--- src/rtl/clk_int_div_mch.sv ---
// Multi-channel programmable integer clock divider: clk_o[c] = clk_i / (div+1), glitch-free updates.
// Optional macro CLK_INT_DIV_MCH_BYPASS_EN: div==0 in RUN passes clk_i straight through.
module clk_int_div_mch #(
  parameter int CHANNELS    = 4,
  parameter int DIV_WIDTH   = 8,
  parameter int RST_DIV     = 1,
  parameter int DONE_CYCLES = 3
) (
  input  logic                          clk_i,
  input  logic                          rst_n_i,
  input  logic [CHANNELS-1:0]           en_i,
  input  logic                          sync_i,
  input  logic [CHANNELS*DIV_WIDTH-1:0] div_i,
  input  logic [CHANNELS-1:0]           div_valid_i,
  output logic [CHANNELS-1:0]           div_ready_o,
  output logic [CHANNELS-1:0]           div_done_o,
  output logic [CHANNELS-1:0]           active_o,
  output logic [CHANNELS-1:0]           clk_o
);

  localparam int DW = DIV_WIDTH;

  typedef enum logic [1:0] {
    IDLE  = 2'd0,
    RUN   = 2'd1,
    DRAIN = 2'd2
  } state_e;

`ifdef CLK_INT_DIV_MCH_BYPASS_EN
  localparam logic [DW-1:0] RST_DIV_EFF = DW'(RST_DIV);
`else
  localparam logic [DW-1:0] RST_DIV_EFF = (RST_DIV == 0) ? DW'(1) : DW'(RST_DIV);
`endif
  localparam logic [2:0] DONE_CNT = 3'(DONE_CYCLES);

  state_e                       state_q [CHANNELS];
  state_e                       state_d [CHANNELS];
  logic [CHANNELS-1:0][DW-1:0]  cnt_q, cnt_d;
  logic [CHANNELS-1:0][DW-1:0]  div_act_q, div_act_d;
  logic [CHANNELS-1:0][DW-1:0]  shadow_q, shadow_d;
  logic [CHANNELS-1:0][2:0]     done_cnt_q, done_cnt_d;
  logic [CHANNELS-1:0]          pending_q, pending_d;
  logic [CHANNELS-1:0]          clk_q, clk_d;

  logic [CHANNELS-1:0]          running;
  logic [CHANNELS-1:0]          boundary;
  logic [CHANNELS-1:0]          accept;
  logic [CHANNELS-1:0]          apply;

  function automatic logic [DW-1:0] clamp_div(input logic [DW-1:0] v);
`ifdef CLK_INT_DIV_MCH_BYPASS_EN
    return v;
`else
    return (v == '0) ? DW'(1) : v;
`endif
  endfunction

  // High for the first ceil(N/2) counts of a period, which reduces to cnt <= div/2.
  function automatic logic high_phase(input logic [DW-1:0] cnt, input logic [DW-1:0] div);
    return cnt <= (div >> 1);
  endfunction

  always_comb begin
    running  = '0;
    boundary = '0;
    accept   = '0;
    apply    = '0;
    clk_d    = '0;
    for (int c = 0; c < CHANNELS; c++) begin
      state_d[c]    = state_q[c];
      cnt_d[c]      = cnt_q[c];
      div_act_d[c]  = div_act_q[c];
      shadow_d[c]   = shadow_q[c];
      pending_d[c]  = pending_q[c];
      done_cnt_d[c] = done_cnt_q[c];

      running[c]  = (state_q[c] != IDLE);
      boundary[c] = running[c] && (cnt_q[c] == div_act_q[c]);
      accept[c]   = div_valid_i[c] && !pending_q[c];
      apply[c]    = pending_q[c] && (!running[c] || boundary[c] || sync_i);

      unique case (state_q[c])
        IDLE:    if (en_i[c]) state_d[c] = RUN;
        RUN:     if (!en_i[c]) state_d[c] = boundary[c] ? IDLE : DRAIN;
        DRAIN: begin
          if (en_i[c])         state_d[c] = RUN;
          else if (boundary[c]) state_d[c] = IDLE;
        end
        default: state_d[c] = IDLE;
      endcase

      if (running[c] && !boundary[c] && !sync_i) cnt_d[c] = cnt_q[c] + DW'(1);
      else                                       cnt_d[c] = '0;

      if (boundary[c] && (done_cnt_q[c] < DONE_CNT)) done_cnt_d[c] = done_cnt_q[c] + 3'd1;

      // Apply and accept are mutually exclusive because they key off opposite pending states.
      if (apply[c]) begin
        div_act_d[c]  = shadow_q[c];
        cnt_d[c]      = '0;
        pending_d[c]  = 1'b0;
        done_cnt_d[c] = '0;
      end
      if (accept[c]) begin
        shadow_d[c]   = clamp_div(div_i[c*DW +: DW]);
        pending_d[c]  = 1'b1;
        done_cnt_d[c] = '0;
      end

      clk_d[c] = (state_d[c] != IDLE) && high_phase(cnt_d[c], div_act_d[c]);
    end
  end

  always_ff @(posedge clk_i) begin
    if (!rst_n_i) begin
      for (int c = 0; c < CHANNELS; c++) state_q[c] <= IDLE;
      cnt_q      <= '0;
      div_act_q  <= {CHANNELS{RST_DIV_EFF}};
      shadow_q   <= {CHANNELS{RST_DIV_EFF}};
      done_cnt_q <= '0;
      pending_q  <= '0;
      clk_q      <= '0;
    end else begin
      for (int c = 0; c < CHANNELS; c++) state_q[c] <= state_d[c];
      cnt_q      <= cnt_d;
      div_act_q  <= div_act_d;
      shadow_q   <= shadow_d;
      done_cnt_q <= done_cnt_d;
      pending_q  <= pending_d;
      clk_q      <= clk_d;
    end
  end

  always_comb begin
    div_ready_o = ~pending_q;
    div_done_o  = '0;
    active_o    = '0;
    for (int c = 0; c < CHANNELS; c++) begin
      div_done_o[c] = (done_cnt_q[c] == DONE_CNT);
      active_o[c]   = (state_q[c] != IDLE);
    end
  end

`ifdef CLK_INT_DIV_MCH_BYPASS_EN
  // Divide-by-1 cannot come from a flop, so the source clock is muxed out directly.
  always_comb begin
    clk_o = clk_q;
    for (int c = 0; c < CHANNELS; c++) begin
      if ((state_q[c] == RUN) && (div_act_q[c] == '0)) clk_o[c] = clk_i;
    end
  end
`else
  assign clk_o = clk_q;
`endif

endmodule
--- config.mk ---
export PLATFORM = sky130hd
export DESIGN_NAME = clk_int_div_mch
export DESIGN_NICKNAME = d
export VERILOG_FILES = /design/src/rtl/clk_int_div_mch.sv
export SDC_FILE = /design/constraint.sdc
export NUM_CORES = 1
export LEC_CHECK = 0
export CAP_MARGIN = 20
export CORE_UTILIZATION = 55
export DETAILED_ROUTE_END_ITERATION = 8
export PLACE_DENSITY = 0.8
export SETUP_SLACK_MARGIN = 0.02
export SYNTH_ARGS = -nofsm -noshare
export SYNTH_HDL_FRONTEND = slang
export SYNTH_SLANG_ARGS = --single-unit
--- constraint.sdc ---
create_clock -name clk_i -period 4.3 [get_ports clk_i]
set_input_delay 0.43 -clock clk_i [delete_from_list [all_inputs] [get_ports clk_i]]
set_output_delay 0.43 -clock clk_i [all_outputs]
set_load 0.005 [all_outputs]
==> run summary <==
status: finished clean
post-synth cell types: 48
commonest non-fill, non-tap cell in the layout: dfxtp_1
DP Wirelength: 10230 um
Synth Register Bits: 124
Die Height: 109.7 um
Non-Filler Cell Area, Final: 7541 um2
dpl cell area: 6995 um2
Largest stage delay, worst path: 0.54 ns
CTS H-tree depth: 4
Post-DRT Antenna Nets: 0
Final GP Congestion: 0.9102
via count: 5339
Hold Buf Count CTS: 0
type of element launching the critical path: flip-flop
cell area after synthesis: 6376 um2
Initial Util: 57.56%
Post-Syn Instances: 733
CP cell instances: xor2_1, nor4_1, a211o_2, nand3_1, and2_1, ha_1, a2111oi_0, a21oi_1, nor3_2
minimum clock period: 3.128 ns
RSZ-0062 raised after global routing: false
Rel. slew slack: 46.32%
PD cells: 377.6 nW/um2
crit path DAT: 3.48 ns
n_diodes: 0
clock-pin slew on the worst setup and hold paths: 0.05 ns
sequential cell area fraction in the yosys report: 38.93%
final hold vios: 0
port bufs: 58
Primary FF master, synth: dfxtp_1
number of global-route vias before repair: 5482
clock sinks: 124
Max Cap Violations: 0
commonest non-fill, non-tap cells in the layout: 124 x dfxtp_1, 120 x nand2_1, 57 x clkdlybuf4s50_1
critical path's slowest cell: nor4_1
routed length per placed instance: 15.19 um
FMAX: 319.7 MHz
CTS tree: built
CTS root buffer: clkbuf_16
critical path type: reg2reg
Final period util: 72.74%
nets: 865
DRT Pass-1 Iters: 5
Setup TNS Final: 0 ns
leak pwr: 0.003164 uW
Peak supply drop: 211.8 uV
Final Skew: 0.006808 ns
Worst Tran Pin Value: 0.8041 ns
Die Area: 12030 um2
pre-CTS WS: 1.196 ns
Core Area: 11080 um2
endpoints failing setup: 0
area grow syn2layout: 18.27%
# resized after CTS: 0
Synth async-reset ratio: 0%
crit-path max FO: 22
Yosys warning total: 0
post-CTS setup buffer count: 0
first-pass GRT wire length: 24240 um
DIE WIDTH: 109.7 um
nature of the critical path endpoint: flip-flop
Total GRT Usage: 26.18%
initial antenna violation count: 0
final number of max-transition violations: 0
drt drc: 0
remaining global-route overflow: 0
Syn Area/Cell: 8.699 um2
Net Count, Synth: 816
initial DRC count: 299
Clock Path Buffers: 2
worst hold stages: 2
post-DR vias/cell: 5.716
clock latency on the worst-skew pair: 0.42 ns
R2R depth: 9
Std-Cell Rows: 38
EDFF count, synth: 0
fin worst setup slack: 1.172 ns
total CTS buffers: 17
largest net degree at the start of global routing: 61
IO Pins: 59
Worst Path Required: 4.65 ns
Worst Hold Class: reg2reg
final wirelength: 14190 um
share of layout cells above drive strength 1: 6.675%
per-stage QoR:
step	util, %	instances	total power [uW]	hold WS, ns
6_report	68.07	934	2848	0.4640
5_1_grt	68.07	934	2961	0.4899
4_1_cts	68.07	934	2865	0.4638
3_5_place_dp	63.15	903	1553	0.4551
3_3_place_gp	63.15	903	1542	0.4470
2_1_floorplan	-	733	1445	0.4323
cell type report:
type                    count  area [um2]
clock inverters             8       67.56
repair buffers             62       605.6
well taps                 140       175.2
inverters                  18       67.56
clock buffers              23       478.0
fillers                   874        3537
flip-flops and latches    124        2482
multi-input cells         559        3665
Yosys cell counts (2+ instances only):
cell | n | area share (%)
mux2_4 | 2 | 0.47
nand2_4 | 2 | 0.35
buf_4 | 3 | 0.35
dfxtp_1 | 124 | 39
or4_1 | 4 | 0.47
nand4_1 | 11 | 1.1
and3_1 | 12 | 1.2
nor4_2 | 6 | 1.2
o21ai_0 | 5 | 0.39
ha_1 | 40 | 7.8
a211oi_1 | 3 | 0.35
o21ai_1 | 7 | 0.55
xnor2_1 | 11 | 1.5
clkinv_1 | 2 | 0.12
o31a_1 | 2 | 0.27
nand3_1 | 29 | 2.3
buf_6 | 3 | 0.53
a21o_1 | 2 | 0.24
or2_2 | 3 | 0.29
inv_1 | 16 | 0.94
buf_1 | 3 | 0.18
o211ai_1 | 3 | 0.35
nor4_1 | 6 | 0.59
o21bai_1 | 2 | 0.24
nor2_1 | 53 | 3.1
a21oi_1 | 48 | 3.8
o21a_1 | 12 | 1.4
mux2i_1 | 43 | 6.8
o22ai_1 | 6 | 0.59
clkbuf_1 | 17 | 1.0
nor2b_1 | 8 | 0.78
or3_1 | 2 | 0.20
and2_1 | 11 | 1.1
a211o_2 | 2 | 0.31
a211o_1 | 4 | 0.55
nor3_1 | 33 | 2.6
buf_2 | 6 | 0.47
xor2_1 | 53 | 7.3
nand2_1 | 120 | 7.1
a31oi_1 | 3 | 0.29
a2111oi_0 | 4 | 0.55
state kept, by name, summed over array words and instances, names as in the netlist:
| register | count |
|---|---|
| clk_o | 4 |
| cnt_q | 32 |
| div_act_q | 32 |
| done_cnt_q | 12 |
| pending_q | 4 |
| shadow_q | 32 |
| state_q | 8 |
where the power goes:
part | total (uW) | switching, uW | leakage, uW | internal, uW
Clock | 1310 | 485 | 0.000272 | 828
Combinational | 307 | 165 | 0.00188 | 142
Sequential | 1230 | 35.6 | 0.00101 | 1190
per-layer routing:
layer  global-route usage [%]  up-vias  share of wire [%]
li1                         -     2639                  -
met1                    29.04     2545                 42
met2                    46.99      127                 51
met3                    6.995       28                4.1
met4                    11.14        0                2.0
met5                        0        -                  0
logic make-up after synthesis:
kind of cell	after synthesis	synth area share, %
DFF	124	38.93
adders and majority gates	40	7.849
xor gates and xnor gates	64	8.791
muxes	46	7.398
AOI/OAI and AO/OA	106	10.60
and+or+nand+nor	303	22.84
buffers and inverters	50	3.591
critical path: cells and delay by family, from the launching register on:
family	cells	cell delay, ns
adder cells (fa/ha/maj)	1	0.32
AO/OA/AOI/OAI	3	1.15
flip-flops	1	0.46
XOR/XNOR	1	0.11
AND/OR/NAND/NOR	4	1.01
worst paths after layout:
| path | from | to | slack, ns |
|---|---|---|---|
| setup / recovery | cnt_q[16]$_SDFF_PN0_ | clk_o[2]$_SDFF_PN0_ | 1.17 |
| setup reg to reg | cnt_q[16]$_SDFF_PN0_ | clk_o[2]$_SDFF_PN0_ | 1.17 |
| hold / removal | shadow_q[23]$_SDFFE_PN0P_ | shadow_q[23]$_SDFFE_PN0P_ | 0.46 |
| hold reg to reg | shadow_q[23]$_SDFFE_PN0P_ | shadow_q[23]$_SDFFE_PN0P_ | 0.46 |
(Power assumes the default switching activity.)
